<file path="config.mk">
export PLATFORM = sky130hd
export DESIGN_NAME = meas_sequencer
export DESIGN_NICKNAME = d
export VERILOG_FILES = /design/src/rtl/meas_pkg.sv /design/src/rtl/seq_timer.sv /design/src/rtl/meas_sequencer.sv
export SDC_FILE = /design/constraint.sdc
export NUM_CORES = 1
export LEC_CHECK = 0
export ABC_AREA = 1
export BUFFER_PORTS_ARGS = -buffer_cell sky130_fd_sc_hd__buf_4
export CAP_MARGIN = 20
export CORE_ASPECT_RATIO = 0.5
export CORE_MARGIN = 2
export CORE_UTILIZATION = 26
export DETAILED_ROUTE_END_ITERATION = 8
export GPL_TIMING_DRIVEN = 0
export MAX_ROUTING_LAYER = met4
export SLEW_MARGIN = 20
export SYNTH_ARGS = -nofsm -noshare
export SYNTH_HDL_FRONTEND = slang
export SYNTH_SLANG_ARGS = --single-unit
</file>
<file path="constraint.sdc">
create_clock -name clk -period 5.1 [get_ports clk]
set_input_delay 0.51 -clock clk [delete_from_list [all_inputs] [get_ports clk]]
set_output_delay 0.51 -clock clk [all_outputs]
set_load 0.02 [all_outputs]
</file>
<file path="src/rtl/meas_pkg.sv">
// Shared types and constants for the measurement sequencer:
// FSM state encoding, timeout phase codes and the all-units-off mask.
package meas_pkg;

  typedef enum logic [2:0] {
    ST_IDLE,
    ST_START_MEAS,
    ST_WAIT_MEAS,
    ST_START_TX,
    ST_WAIT_TX,
    ST_ERROR
  } state_t;

  typedef enum logic [1:0] {
    S_MEAS_START = 2'd0,
    S_MEAS_WAIT  = 2'd1,
    S_TX_START   = 2'd2,
    S_TX_WAIT    = 2'd3
  } stage_t;

  localparam int MAX_UNITS = 32;
  localparam logic [MAX_UNITS-1:0] MASK_NONE = '0;

  // Phase reported when the given active state runs out of time.
  function automatic stage_t stage_of(input state_t s);
    case (s)
      ST_WAIT_MEAS: stage_of = S_MEAS_WAIT;
      ST_START_TX:  stage_of = S_TX_START;
      ST_WAIT_TX:   stage_of = S_TX_WAIT;
      default:      stage_of = S_MEAS_START;
    endcase
  endfunction

endpackage

</file>
<file path="src/rtl/seq_timer.sv">
// Per-phase cycle counter: cleared on every state entry, counts while enabled,
// flags expiry on the cycle the count reaches the limit. A zero limit never expires.
module seq_timer #(
  parameter int TO_W = 24
) (
  input  logic            clk,
  input  logic            rst_n,
  input  logic            clear,
  input  logic            enable,
  input  logic [TO_W-1:0] limit,
  output logic            expired
);

  localparam logic [TO_W-1:0] ONE = {{(TO_W-1){1'b0}}, 1'b1};

  logic [TO_W-1:0] r_count;
  logic            w_at_limit;

  // The count holds (limit-1) during the limit-th cycle of the phase.
  assign w_at_limit = (limit != '0) && (r_count >= (limit - ONE));
  assign expired    = enable && w_at_limit;

  always_ff @(posedge clk or negedge rst_n) begin
    if (!rst_n) begin
      r_count <= '0;
    end else if (clear) begin
      r_count <= '0;
    end else if (enable && (r_count != '1)) begin
      r_count <= r_count + ONE;
    end
  end

endmodule

</file>
<file path="src/rtl/meas_sequencer.sv">
// Measurement sequencer: starts the masked units, waits for them, then runs the
// transmitter; supports repeat mode, per-phase timeouts, abort and sticky errors.
module meas_sequencer
  import meas_pkg::*;
#(
  parameter int N_UNITS = 2,
  parameter int TO_W    = 24,
  parameter int ITER_W  = 16
) (
  input  logic               clk,
  input  logic               rst_n,
  input  logic               cmd_valid,
  output logic               cmd_ready,
  input  logic [N_UNITS-1:0] cmd_mask,
  input  logic               cmd_repeat,
  input  logic               abort,
  input  logic               err_clr,
  input  logic [TO_W-1:0]    timeout_cycles,
  output logic [N_UNITS-1:0] unit_start,
  input  logic [N_UNITS-1:0] unit_busy,
  output logic               tx_start,
  input  logic               tx_busy,
  output logic [N_UNITS-1:0] mode,
  output logic               busy,
  output logic               done,
  output logic [ITER_W-1:0]  iter_count,
  output logic               err,
  output logic [1:0]         err_stage
);

  localparam logic [ITER_W-1:0] ITER_ONE = {{(ITER_W-1){1'b0}}, 1'b1};

  state_t             r_state;
  state_t             w_state_next;
  logic [N_UNITS-1:0] r_mask;
  logic               r_repeat;
  logic [ITER_W-1:0]  r_iter;
  stage_t             r_err_stage;
  logic               r_done;

  logic [N_UNITS-1:0] w_mask_none;
  logic [N_UNITS-1:0] w_busy_masked;
  logic               w_accept;
  logic               w_active;
  logic               w_expired;
  logic               w_timeout;
  logic               w_iter_done;

  assign w_mask_none   = MASK_NONE[N_UNITS-1:0];
  assign w_busy_masked = unit_busy & r_mask;
  assign w_accept      = cmd_valid && cmd_ready;
  assign w_active      = (r_state == ST_START_MEAS) || (r_state == ST_WAIT_MEAS) ||
                         (r_state == ST_START_TX)   || (r_state == ST_WAIT_TX);

  seq_timer #(.TO_W(TO_W)) u_timer (
    .clk     (clk),
    .rst_n   (rst_n),
    .clear   (w_state_next != r_state),
    .enable  (w_active),
    .limit   (timeout_cycles),
    .expired (w_expired)
  );

  // Abort beats timeout, which beats the normal handshake progression.
  always_comb begin
    w_state_next = r_state;
    w_timeout    = 1'b0;
    w_iter_done  = 1'b0;
    case (r_state)
      ST_IDLE: begin
        if (w_accept && (cmd_mask != w_mask_none)) w_state_next = ST_START_MEAS;
      end
      ST_ERROR: begin
        if (err_clr || abort) w_state_next = ST_IDLE;
      end
      default: begin
        if (abort) begin
          w_state_next = ST_IDLE;
        end else if (w_expired) begin
          w_state_next = ST_ERROR;
          w_timeout    = 1'b1;
        end else begin
          case (r_state)
            ST_START_MEAS: if (w_busy_masked == r_mask)      w_state_next = ST_WAIT_MEAS;
            ST_WAIT_MEAS:  if (w_busy_masked == w_mask_none) w_state_next = ST_START_TX;
            ST_START_TX:   if (tx_busy)                      w_state_next = ST_WAIT_TX;
            ST_WAIT_TX: begin
              if (!tx_busy) begin
                w_iter_done  = 1'b1;
                w_state_next = r_repeat ? ST_START_MEAS : ST_IDLE;
              end
            end
            default: w_state_next = ST_IDLE;
          endcase
        end
      end
    endcase
  end

  always_ff @(posedge clk or negedge rst_n) begin
    if (!rst_n) begin
      r_state     <= ST_IDLE;
      r_mask      <= '0;
      r_repeat    <= 1'b0;
      r_iter      <= '0;
      r_err_stage <= S_MEAS_START;
      r_done      <= 1'b0;
    end else begin
      r_state <= w_state_next;
      r_done  <= w_iter_done;
      if (w_accept) begin
        r_mask      <= cmd_mask;
        r_repeat    <= cmd_repeat;
        r_iter      <= '0;
        r_err_stage <= S_MEAS_START;
      end else begin
        if (w_iter_done && (r_iter != '1)) r_iter <= r_iter + ITER_ONE;
        if (w_timeout) r_err_stage <= stage_of(r_state);
      end
    end
  end

  assign cmd_ready  = (r_state == ST_IDLE) && !abort;
  assign unit_start = (r_state == ST_START_MEAS) ? r_mask : w_mask_none;
  assign tx_start   = (r_state == ST_START_TX);
  assign mode       = r_mask;
  assign busy       = (r_state != ST_IDLE);
  assign done       = r_done;
  assign iter_count = r_iter;
  assign err        = (r_state == ST_ERROR);
  assign err_stage  = r_err_stage;

endmodule

</file>
Word level (Yosys, flattened, before mapping)

Index checks and enable logic that the tools add are counted.

Output and inout port bits: 27
Flip-flop bits (word level): 49
Logic and storage cells: 69

Equality and inequality tests: 9
Reductions and logical operators: 21
Mux-type cells: 27
Bitwise operators: 1
$add $sub $neg: 3
Order comparisons: 1

Operator list:

| kind                                                 | count |
|---|---|
| two-way mux 24 bit                                   | 2 |
| two-way mux 16 bit                                   | 2 |
| adder 24 x 1 -> 24 bit (second input constant)       | 1 |
| >= comparator 24 bit                                 | 1 |
| two-way mux 3 bit                                    | 8 |
| != test 24 bit (second input constant)               | 1 |
| nonzero test 24 bit                                  | 1 |
| subtractor 24 x 1 -> 24 bit (second input constant)  | 1 |
| adder 16 x 1 -> 16 bit (second input constant)       | 1 |
| != test 16 bit (second input constant)               | 1 |
| case mux 3 bit (4 select lines)                      | 1 |
| two-way mux 1 bit                                    | 9 |
| nonzero test 2 bit                                   | 4 |
| logical AND 1 bit                                    | 7 |
| equality test 3 x 2 -> 1 bit (second input constant) | 2 |
| equality test 3 bit (second input constant)          | 2 |
| two-way mux 2 bit                                    | 3 |
| case mux 2 bit (3 select lines)                      | 1 |
| case mux 3 bit (2 select lines)                      | 1 |
| logical OR 1 bit                                     | 4 |
| equality test 3 x 1 -> 1 bit (second input constant) | 1 |
| zero test 3 bit                                      | 1 |
| != test 3 bit                                        | 1 |
| nonzero test 3 bit                                   | 1 |
| other kinds (5)                                      | 5 |

Depth between registers and ports, before layout

Gate-level depths: netlist of run 1.

Word-level depth: 11
Mapped depth: 27
Mapped depth without buffers: 26

Modules after synthesis

A second synthesis of run 1 with hierarchy kept.

Cells, all modules: 691
Area total of the unflattened synthesis: 4435.5 µm²

By module, submodules not included:

| module         | times used | area each (µm²) | cells an instance |
|---|---|---|---|
| seq_timer      | 1          | 2750.1          | 448 |
| meas_sequencer | 1          | 1685.4          | 243 |

Worst setup path before layout of run 1

No wires, ideal clock.

Kind: in2reg
Start point: input port timeout_cycles[3]
End point: register u_timer.r_count[5]
Data arrival time: 3146 ps
Slack: 1885 ps
Path buffers: 1
Stages: 25
Path through: nor2_1 > inv_1 > nor2_1 > inv_1 > nor2_2 > nand3_1 > nor2_2 > and3_1 > nand4_1 > xor2_1 > inv_1 > ha_1 > nand2_1 > nor2_1 > nand4_1 > nor2_1 > nand2_1 > nand2_1 > nand3_2 > nand2_2 > nand2_1 > nand2_2 > nand3_4 > buf_6 > nor2_2

Word-level cells in the longest chain between the ends: 9

RTL lines:

| what                                                            | RTL line             | text |
|---|---|---|
| from (decl)                                                     | meas_sequencer.sv:18 | `input logic [TO_W-1:0] timeout_cycles,` |
| subtractor 24 x 1 -> 24 bit                                     | seq_timer.sv:20      | `assign w_at_limit = (limit != '0) && (r_count >= (limit - ONE));` |
| >= comparator 24 bit                                            | seq_timer.sv:20      |  |
| logical AND 1 bit (*)                                           | seq_timer.sv:20      |  |
| logical AND 1 bit (*)                                           | seq_timer.sv:21      | `assign expired = enable && w_at_limit;` |
| two-way mux 3 bit (*)                                           | meas_sequencer.sv:79 | `end else if (w_expired) begin` |
| two-way mux 3 bit (*)                                           | meas_sequencer.sv:77 | `if (abort) begin` |
| case mux 3 bit (2 select lines) (*)                             | meas_sequencer.sv:69 | `case (r_state)` |
| net w_state_next[2]                                             | meas_sequencer.sv:34 | `state_t w_state_next;` |
| != test 3 bit (*)                                               | meas_sequencer.sv:58 | `.clear (w_state_next != r_state),` |
| two-way mux 24 bit / nonzero test 2 bit (equally long branches) | n/a                  |  |
| to (signal assigned)                                            | seq_timer.sv:29      | `r_count <= r_count + ONE;` |
| to (decl)                                                       | seq_timer.sv:16      | `logic [TO_W-1:0] r_count;` |

The timed path passes the listed nets; every way through them passes the cells marked *.
A chain may end at the register's enable or synchronous reset.

Final worst setup path of run 1

Start point: input port timeout_cycles[3]
End point: register u_timer.r_count[11]

Same word-level chain as after synthesis.

==> results.py, run 1 <==
metrics = {
    "run_status": {
        "result_of_the_run": "complete, no violations",
    },
    "global_routing": {
        "all_layer_gr_usage": 0.1293,
        "antenna_found_initial": 0,
        "grt_first_pass_wirelength_mm": 17.17,
        "grt_start_max_net_pins": 50,
        "grt_overflow": 0,
        "first_global_vias": 3691,
    },
    "timing": {
        "rsz0062_at_grt": "no",
        "report.final.setup_viol": 0,
        "tns_ps": 0,
        "period_share": 0.7328,
        "final_max_slew_viol_count": 0,
        "finalCriticalPeriod_ps": 3737,
        "worst_clock_skew_ps": 5.839,
        "max_freq_ghz": 0.2676,
        "slew-limit-headroom": 0.5701,
        "worst-slew-pin-transition_ps": 644.9,
        "hold_violations_final": 0,
    },
    "placement": {
        "place.gp.congestion": 0.8803,
        "dpl.cell_count": 846,
        "dpl_cell_area_mm2": 0.004763,
        "hpwlAfterDp_mm": 8.269,
        "buffer_ports.inserted": 61,
    },
    "setup_path": {
        "crit_path_end_kind": "flop",
        "critical_path.reg2reg.startpoint": "u_timer.r_count[23]",
        "start_kind": "input pin",
        "crit_path_category": "input pin to flop",
        "arrival_ps": 3960,
        "worst_setup_path_startpoint": "timeout_cycles[3]",
        "critPathRequiredTime_ps": 5320,
        "cp_max_fo": 10,
    },
    "route": {
        "dr_total_vias": 3740,
        "routedLengthMet1_mm": 5.173,
        "route.detailed.vias_per_inst": 4.379,
        "drtIter0Drc": 144,
        "finalWirelength_mm": 10.12,
        "topRoutingLayerUsed": "met4",
        "drt-wirelength-per-cell_um": 11.85,
        "route.met2.wl_mm": 4.555,
        "drc": 0,
        "drtAntennaViolNets": 0,
        "dr_wl_met3_um": 251,
        "drtPass1Iterations": 4,
    },
    "yosys": {
        "synth_sequential_area_ratio": 0.3027,
        "syn_area_mm2": 0.004050,
        "synth.ff_latch_count": 49,
        "synth_area_per_cell_um2": 6.971,
        "synth-warning-count": 0,
        "yosys.cell_types.count": 34,
        "synthesis.nets": 643,
        "post_synth_inst_count": 581,
    },
    "cts": {
        "clk_pin_slew_worst_paths_ps": 70,
        "hold_buffers": 0,
        "clock_sink_count": 49,
        "cts_buffers": 5,
        "tritoncts": "built",
        "ctsRootBufferMaster": "clkbuf_16",
        "insertion_delay_ps": 290,
        "cts_setup_buffers": 0,
        "post_cts_resize_count": 0,
        "cts-root-to-sink-buffers": 2,
        "cts_htree_levels": 2,
    },
    "finish": {
        "fin_nets": 711,
        "area_delta_synth_final_pct": 21.96,
        "regArea_mm2": 0.001226,
        "mostFrequentLayoutCells": "131 x nand2_1, 92 x nor2_1, 70 x inv_1",
        "instances_no_fill": 854,
        "final_area_mm2": 0.004940,
        "share_of_final_layout_standard_cells_stronger_than_drive_strength_1": 0.1738,
        "multiInputGateArea_mm2": 0.002474,
        "diodes": 0,
        "fillCellCount": 1656,
        "layout_commonest_cell": "nand2_1",
    },
    "floorplanning": {
        "io-pin-count": 62,
        "die-width_um": 180.5,
        "start_util": 0.2641,
        "placementRows": 32,
        "die_area_mm2": 0.01665,
        "die_y_um": 92.26,
        "core_region_area_mm2": 0.01533,
    },
    "run": {
        "drv.max_cap_violation_count": 0,
    },
    "min_path": {
        "hold_class": "input pin to async pin",
    },
    "power": {
        "vdd_drop_max_uv": 110.7,
        "leakage_uw": 0.002448,
        "report.power.total_uw": 1099,
        "power.density_cell_area_mw_per_mm2": 222.4,
    },
}
## report_power, final
| part | internal [uW] | switching (uW) | total (uW) |
|---|---|---|---|
| Sequential | 414 | 33.7 | 448 |
| Combinational | 103 | 151 | 254 |
| Clock | 245 | 152 | 397 |
## cells in the mapped netlist
library cell | number | share of area
nand2_1 | 131 | 0.12
nor2_1 | 92 | 0.085
inv_1 | 70 | 0.065
nand3_1 | 53 | 0.065
dfrtp_1 | 49 | 0.30
xor2_1 | 40 | 0.087
ha_1 | 27 | 0.083
nor2_2 | 17 | 0.026
nor3_1 | 13 | 0.016
a21oi_1 | 12 | 0.015
xnor2_1 | 12 | 0.026
nand2_2 | 10 | 0.015
o21ai_0 | 10 | 0.012
nand4_1 | 6 | 0.0093
nor4_1 | 6 | 0.0093
inv_2 | 5 | 0.0046
buf_6 | 4 | 0.011
a21o_1 | 3 | 0.0056
clkbuf_1 | 3 | 0.0028
a31oi_1 | 2 | 0.0031
nand3_2 | 2 | 0.0049
nand3b_1 | 2 | 0.0037
and2_1 | 1 | 0.0015
and3_1 | 1 | 0.0015
buf_2 | 1 | 0.0012
buf_4 | 1 | 0.0019
nand3_4 | 1 | 0.0043
nand4_2 | 1 | 0.0031
nor2_4 | 1 | 0.0028
o211a_1 | 1 | 0.0025
o21a_1 | 1 | 0.0019
o21ai_1 | 1 | 0.0012
o22ai_1 | 1 | 0.0015
or2_2 | 1 | 0.0015
## flip-flops by register name (all words and copies together) (netlist names)
register         flops
r_repeat             1
r_state              3
err_stage            2
u_timer.r_count     24
done                 1
iter_count          16
mode                 2
## stage by stage
stage	setup WS, ps	hold slack (ps)	util
after global routing	842.1	305.1	0.3221
final	1363	247.2	0.3221
after global placement	1067	473.5	0.3106
after detailed placement	1016	472.2	0.3106
after CTS	1296	270.0	0.3221
after floorplan	1885	214.4	-
## worst max-delay path, stage by stage
cell and delay [ps]:
buf_4 130, nor2_1 100, inv_1 60, nor2_1 190
inv_1 110, nor2_2 160, nand3_1 170, nor2_2 190
and3_1 220, nand4_1 100, xor2_1 140, inv_1 60
ha_1 290, nand2_1 70, nor2_1 190, nand4_1 120
nor2_1 110, nand2_1 70, nand2_1 160, nand3_2 190
nand2_2 110, nand2_1 60, nand2_2 80, nand3_4 110
buf_6 160, nor2_1 90
## final cells by class
class / count / area share
Multi-Input combinational cell: 448 / 0.5008
Sequential cell: 49 / 0.2482
Timing Repair Buffer: 61 / 0.09271
Inverter: 75 / 0.05699
Tap cell: 204 / 0.05167
Clock buffer: 6 / 0.02812
Buffer: 9 / 0.01393
Clock inverter: 2 / 0.007599
## cells by family (layout without fill, tap and decap cells)
logic type,count (synthesis),in the layout,synth area share
AOI/OAI and AO/OA,31,31,0.04294
xor gates and xnor gates,52,52,0.1125
adders and majority gates,27,27,0.08341
buffers and inverters,84,153,0.08650
DFF,49,49,0.3028
and+or+nand+nor,338,338,0.3720
## layer usage
| layer | GRT usage | vias to the layer above |
|---|---|---|
| li1 | - | 1980 |
| met1 | 0.1681 | 1699 |
| met2 | 0.2112 | 48 |
| met3 | 0.01986 | 13 |
| met4 | 0.03427 | 0 |
| met5 | - | - |
## worst paths after layout
kind                                  endpoint  slack, ps  cells past startpoint
max                        u_timer.r_count[11]       1360                     26
min                        u_timer.r_count[21]        250                      1
max reg2reg                u_timer.r_count[11]       2770                     14
min reg2reg                           r_repeat        480                      2
max in group asynchronous       iter_count[14]       4420                      1
min in group clk                      r_repeat        420                      3
(Power assumes the default switching activity.)
==> run 2, diff against run 1 <==
--- a/config.mk
+++ b/config.mk
@@ -5,7 +5,7 @@
 export SDC_FILE = /design/constraint.sdc
 export NUM_CORES = 1
 export LEC_CHECK = 0
-export ABC_AREA = 1
+export ABC_AREA = 0
 export BUFFER_PORTS_ARGS = -buffer_cell sky130_fd_sc_hd__buf_4
 export CAP_MARGIN = 20
 export CORE_ASPECT_RATIO = 0.5
==> constraint.sdc (replaced) <==
create_clock -name clk -period 3.9 [get_ports clk]
set_input_delay 0.39 -clock clk [delete_from_list [all_inputs] [get_ports clk]]
set_output_delay 0.39 -clock clk [all_outputs]
set_load 0.02 [all_outputs]
==> run 2 against run 1 <==
  * The flow now finishes with violations (negative setup slack)
  * Die area down 7.9%
  * Clock-buffer cell count up 1
  * Routed wire length shrank 4.1%
  * Non-clock buffer count rose by 22
  * Highest routed layer unchanged
  * Largest cell class unchanged
  * Critical path depth fell by 8
  * Worst hold slack got worse by 130 ps
  * Setup slack worse by 1500 ps
  * Power is 29% higher
  * Clock skew fell by 2.3 ps
  * Sequential cell count is the same
  * Utilization increased by 3.6 points
  * Sequential power up 23%
==> results.py, run 2 <==
metrics = {
    "run": {
        "drv.max_cap_violation_count": 0,
    },
    "cts": {
        "cts-root-to-sink-buffers": 2,
        "hold_buffers": 0,
        "insertion_delay_ps": 290,
        "tritoncts": "built",
        "clock_sink_count": 49,
        "clk_pin_slew_worst_paths_ps": 60,
        "cts_buffers": 5,
        "ctsRootBufferMaster": "clkbuf_16",
        "cts_htree_levels": 2,
    },
    "yosys": {
        "synth_sequential_area_ratio": 0.3296,
        "synth_async_sr_flop_share": 1.000,
        "post_synth_inst_count": 423,
        "synth_edf_count": 0,
        "synth_area_per_cell_um2": 8.794,
        "synth.ff_latch_count": 49,
        "ys_top_cells_by_area": "dfrtp_1 33%, ha_1 9.1%, xor2_1 6.8%",
        "main_synth_ff_type": "dfrtp_1",
        "yosysTopAreaCellShare": 0.3296,
        "synth-warning-count": 0,
        "synthesis.nets": 485,
        "synth.most_common_cell": "dfrtp_1",
        "yosys.area.top_type": "dfrtp_1",
        "yosys.cell_types.count": 56,
        "synth_top_cells_by_count": "49 x dfrtp_1, 47 x nand2_1, 36 x nor2_1",
        "syn_area_mm2": 0.003720,
    },
    "finish": {
        "area_delta_synth_final_pct": 32.66,
        "fin_nets": 570,
        "layout_commonest_cell": "buf_4",
        "final_area_mm2": 0.004935,
        "fillCellCount": 1403,
        "largest_register_ff_count": 24,
        "share_of_final_layout_standard_cells_stronger_than_drive_strength_1": 0.2534,
        "mostFrequentLayoutCells": "73 x buf_4, 49 x dfrtp_1, 44 x nand2_1",
        "diodes": 0,
        "register_with_the_highest_flop_count": "u_timer.r_count",
    },
    "global_routing": {
        "grt_first_pass_wirelength_mm": 15.90,
        "grt_start_max_net_pins": 50,
        "all_layer_gr_usage": 0.1329,
        "grt_overflow": 0,
        "first_global_vias": 3196,
        "antenna_found_initial": 0,
    },
    "floorplanning": {
        "placementRows": 30,
        "die-width_um": 173.2,
        "die_area_mm2": 0.01534,
        "io-pin-count": 62,
        "die_y_um": 88.58,
        "core_region_area_mm2": 0.01378,
        "start_util": 0.2700,
    },
    "placement": {
        "place.gp.congestion": 0.8347,
        "dpl_cell_area_mm2": 0.004444,
        "hpwlAfterDp_mm": 7.272,
        "buffer_ports.inserted": 60,
        "place_worst_setup_slack_ps": -650.9,
    },
    "setup_path": {
        "rrSetupSlack_ps": 890,
        "cp_max_fo": 10,
        "worstReg2RegEnd": "u_timer.r_count[16]",
        "crit_path_category": "input pin to flop",
        "ff2ff_path_depth": 9,
        "critPathRequiredTime_ps": 4080,
        "critical_path.reg2reg.startpoint": "r_state[1]",
        "crit_path_end_kind": "flop",
        "start_kind": "input pin",
        "arrival_ps": 4210,
    },
    "run_status": {
        "result_of_the_run": "complete, but fails checks",
        "failed_checks": "negative setup slack",
    },
    "power": {
        "report.power.total_uw": 1418,
        "vdd_drop_max_uv": 152.2,
        "power.density_cell_area_mw_per_mm2": 287.4,
        "leakage_uw": 0.002181,
    },
    "route": {
        "drtPass1Iterations": 4,
        "drtIter0Drc": 163,
        "finalWirelength_mm": 9.703,
        "drt-wirelength-per-cell_um": 13.84,
        "drc": 0,
        "drtAntennaViolNets": 0,
        "dr_total_vias": 3282,
        "route.detailed.vias_per_inst": 4.682,
    },
    "timing": {
        "slew-limit-headroom": 0.4797,
        "final_max_slew_viol_count": 0,
        "max_freq_ghz": 0.2483,
        "worst_clock_skew_ps": 3.502,
        "layout_setup_ws_ps": -127.7,
        "report.final.setup_viol": 29,
        "rsz0062_at_grt": "yes",
        "worst-slew-pin-transition_ps": 780.4,
        "finalCriticalPeriod_ps": 4028,
        "period_share": 1.033,
        "hold_violations_final": 0,
    },
    "min_path": {
        "hold_class": "input pin to async pin",
    },
}
==> run 2: cell types whose count changed after synthesis, moves of 10 or more <==
cell     before  now
and3_1        1   11
nand2_1     131   47
xor2_1       40   29
nand2_2      10    0
nor2_2       17    0
nor3_1       13   33
inv_1        70   11
or3_1         0   10
nand3_1      53   13
nor2_1       92   36
nand4_1       6   19
==> run 2: report_power, final <==
group	internal [uW]	total, uW	switching, uW	leakage (uW)
sequential	529	552	22.4	0.000678
combinational	153	352	199	0.00142
clock	321	515	194	0.0000841
total	1000	1420	415	0.00218
==> run 2: metrics by stage <==
step / util / hold WS (ps) / std cells / setup TNS (ps)
2_1_floorplan: - / 94.41 / 423 / -621.9
3_3_place_gp: 0.3226 / 464.4 / 675 / -19420
3_5_place_dp: 0.3226 / 473.2 / 675 / -20970
4_1_cts: 0.3496 / 163.8 / 696 / -3343
5_1_grt: 0.3582 / 173.9 / 701 / -8601
6_report: 0.3582 / 116.3 / 701 / -2894
==> run 2: cell families (layout without fill, tap and decap cells) <==
kind of cell | Yosys count | after routing | synth area share
adder cells (fa/ha/maj) | 27 | 27 | 0.09082
XOR/XNOR | 49 | 49 | 0.1154
multiplexers | 5 | 5 | 0.01715
AND/OR/NAND/NOR | 206 | 206 | 0.2973
AO/OA/AOI/OAI | 62 | 62 | 0.1117
buffers and inverters | 25 | 111 | 0.03801
flip-flops | 49 | 49 | 0.3296
==> run 2: worst max-delay path, stage by stage <==
cell      delay (ps)
buf_6             90
or3_4            380
or4_4            460
nor2_4           140
nand2_4           80
nor2_4           150
nand2_4           80
xor2_2           150
ha_1             310
nand4_1          180
nor4_4           340
a22o_1           220
a311oi_4          80
a211oi_4         340
nand3b_4         220
mux2i_4          340
buf_6            190
nor3_1            60
==> run 2: layout make-up <==
class                           instances  area [um^2]  area share
Inverter                               11        41.29    0.008367
Clock buffer                            7        142.6     0.02890
Sequential cell                        49         1226      0.2485
Timing Repair Buffer                   78        611.8      0.1240
Multi-Input combinational cell        349         2532      0.5132
Buffer                                 14        110.1     0.02231
Clock inverter                          1        30.03    0.006085
Tap cell                              192        240.2     0.04868
==> run 2: metal layers <==
metal | vias to the layer above | global-route usage | part of all wire
met5 | - | - | 0
met4 | 0 | 0.02696 | 0.0077
met3 | 5 | 0.02234 | 0.033
met2 | 43 | 0.2098 | 0.45
met1 | 1540 | 0.1810 | 0.51
li1 | 1694 | - | -
==> run 2: worst max-delay path by stage <==
stage / startpoint / end / slack (ps) / cells after the start
after floorplan: timeout_cycles[3] / u_timer.r_count[0] / -30 / 17
after global placement: timeout_cycles[3] / u_timer.r_count[9] / -620 / 18
after detailed placement: timeout_cycles[3] / u_timer.r_count[7] / -650 / 18
after CTS: timeout_cycles[4] / u_timer.r_count[11] / -140 / 18
after global routing: timeout_cycles[4] / u_timer.r_count[12] / -290 / 18
final: timeout_cycles[4] / u_timer.r_count[16] / -130 / 18
==> run 2: repair_timing <==
item                                   CTS  global route
gates resized for setup                 19            12
pin swaps                               14             5
gates cloned                             2             1
setup endpoints to repair               36            40
setup buffers                           11             4
endpoints found under the hold margin    0             0
==> run 3, diff against run 2 <==
--- a/config.mk
+++ b/config.mk
@@ -14,6 +14,8 @@
 export DETAILED_ROUTE_END_ITERATION = 8
 export GPL_TIMING_DRIVEN = 0
 export MAX_ROUTING_LAYER = met4
+export PLACE_DENSITY = 0.51
+export SETUP_SLACK_MARGIN = 0.5
 export SLEW_MARGIN = 20
 export SYNTH_ARGS = -nofsm -noshare
 export SYNTH_HDL_FRONTEND = slang
==> run 3 against run 2 <==
  * Final cell count up 1.3%
  * Register-to-register slack better by 60 ps
  * Routed wire length up 6.7%
  * First-iteration DRC count down 28%
  * Worst hold slack better by 9.8 ps
  * Clock power down 15%
  * Via count up 4.4%
  * Global-route usage up 1.0 points
  * Highest routed layer unchanged
  * The flow still finishes with violations (negative setup slack)
  * Critical path depth up 1
==> results.py, run 3 (same netlist as run 2, synthesis figures left out) <==
metrics = {
    "finish": {
        "diodes": 0,
        "fillCellCount": 1452,
        "register_with_the_highest_flop_count": "u_timer.r_count",
        "fin_nets": 579,
        "area_delta_synth_final_pct": 39.39,
        "mostFrequentLayoutCells": "73 x buf_4, 49 x dfrtp_1, 44 x nand2_1",
        "post-route-util": 0.3764,
        "instances_no_fill": 710,
        "largest_register_ff_count": 24,
        "share_of_final_layout_standard_cells_stronger_than_drive_strength_1": 0.3243,
        "layout_commonest_cell": "buf_4",
    },
    "route": {
        "dr_total_vias": 3426,
        "drtPass1Iterations": 6,
        "route.detailed.vias_per_inst": 4.825,
        "drtAntennaViolNets": 0,
        "drtIter0Drc": 118,
        "drc": 0,
        "drt-wirelength-per-cell_um": 14.58,
        "finalWirelength_mm": 10.35,
    },
    "timing": {
        "hold_violations_final": 0,
        "rsz0062_at_grt": "yes",
        "tns_ps": -6213,
        "worst_clock_skew_ps": 7.267,
        "slew-limit-headroom": 0.4812,
        "layout_setup_ws_ps": -214.8,
        "period_share": 1.055,
        "report.final.setup_viol": 38,
        "max_freq_ghz": 0.2430,
        "final_max_slew_viol_count": 0,
        "finalCriticalPeriod_ps": 4115,
        "worst-slew-pin-transition_ps": 778.2,
    },
    "power": {
        "power.density_cell_area_mw_per_mm2": 265.7,
        "p_switching_uw": 444.3,
        "leakage_uw": 0.002222,
        "vdd_drop_max_uv": 126.5,
        "internal_power_uw": 933.6,
        "power_frac_clock": 0.319,
        "power_frac_comb": 0.280,
        "power.share.switching": 0.3224,
        "report.power.total_uw": 1378,
        "seq_power_share": 0.401,
    },
    "cts": {
        "hold_buffers": 0,
        "ctsRootBufferMaster": "clkbuf_16",
        "cts-root-to-sink-buffers": 2,
        "insertion_delay_ps": 290,
        "clock_sink_count": 49,
        "clk_pin_slew_worst_paths_ps": 70,
        "cts_htree_levels": 2,
        "tritoncts": "built",
        "cts_buffers": 5,
    },
    "run_status": {
        "result_of_the_run": "complete, but fails checks",
        "failed_checks": "negative setup slack",
    },
    "setup_path": {
        "start_kind": "input pin",
        "crit_path_category": "input pin to flop",
        "critical_path.reg2reg.startpoint": "r_state[1]",
        "crit_buf_inv": 4,
        "worst_setup_path_startpoint": "timeout_cycles[3]",
        "crit_path_end_kind": "flop",
        "cpPeakStageDelay_ps": 460,
        "largest_delay_contributor_family_on_the_critical_path": "simple AND/OR/NAND/NOR gates",
        "critPathRequiredTime_ps": 4110,
        "path_cells": "buf_6 > or3_4 > or4_4 > nor2_4 > nand2_4 > buf_4 > nor4_4 > xnor2_1 > ha_1 > nand4_1 > nor4_4 > a22o_1 > a311oi_4 > a211oi_4 > nand3b_4 > mux2i_4 > buf_12 > buf_8 > nor3b_4",
        "cp_max_fo": 6,
        "arrival_ps": 4320,
        "crit_top_cell": "nor4_4",
        "crit_path_top_delay_cell": "or4_4",
        "rrSetupSlack_ps": 950,
    },
    "global_routing": {
        "first_global_vias": 3381,
        "antenna_found_initial": 0,
        "grt_overflow": 0,
        "grt_first_pass_wirelength_mm": 17.09,
        "grt_start_max_net_pins": 50,
        "all_layer_gr_usage": 0.1433,
    },
    "placement": {
        "place.gp.congestion": 0.7913,
        "hpwlAfterDp_mm": 7.335,
        "buffer_ports.inserted": 60,
        "place_worst_setup_slack_ps": -701.7,
        "dpl.cell_count": 675,
    },
    "floorplanning": {
        "die_y_um": 88.58,
        "die-width_um": 173.2,
        "core_region_area_mm2": 0.01378,
        "start_util": 0.2700,
        "io-pin-count": 62,
        "placementRows": 30,
        "die_area_mm2": 0.01534,
    },
    "run": {
        "drv.max_cap_violation_count": 0,
    },
    "min_path": {
        "hold_class": "input pin to async pin",
    },
}
run 3: final cells by class:
cell class	instances	area, um^2	share of cell area
multi-input combinational	349	2708	0.5222
inverter	11	41.29	0.007963
sequential	49	1226	0.2365
timing repair buffer	87	711.9	0.1373
clock buffer	6	128.9	0.02486
tap	192	240.2	0.04633
buffer	14	113.9	0.02196
clock inverter	2	15.01	0.002896
run 3: final timing paths:
| path | depth (start not counted) | endpoint |
|---|---|---|
| min | 1 | u_timer.r_count[12] |
| max reg2reg | 10 | u_timer.r_count[3] |
| max in group asynchronous | 1 | iter_count[11] |
| min in group clk | 3 | mode[1] |
| max | 19 | u_timer.r_count[18] |
| min reg2reg | 2 | r_repeat |
run 3: power by group through the flow:
stage	clock network (uW)	registers (uW)	logic, uW
global placement	0	561	300
global route	480	556	422
finish	440	552	386
detailed placement	0	562	304
CTS	453	552	329
floorplan	0	563	182
run 3: routing by layer:
layer,vias to the layer above,global-route usage,wire (um)
met5,-,-,0
met4,0,0.02234,50
met3,5,0.02105,209
met2,39,0.2349,4829
met1,1660,0.1931,5264
li1,1722,-,-
run 3: repair_timing:
item                                    4_1_cts  5_1_grt
gates cloned                                  3        0
resized for setup                            35       48
endpoints found under the setup margin       46       46
buffers inserted                             16        8
pin swaps                                     9       16
run 3: metrics by stage:
step / cell area (um^2) / hold slack, ps
4_1_cts: 4890 / 156.3
3_3_place_gp: 4444 / 475.2
3_5_place_dp: 4444 / 467.5
5_1_grt: 5185 / 193.5
6_report: 5185 / 126.2
2_1_floorplan: 3754 / 94.41
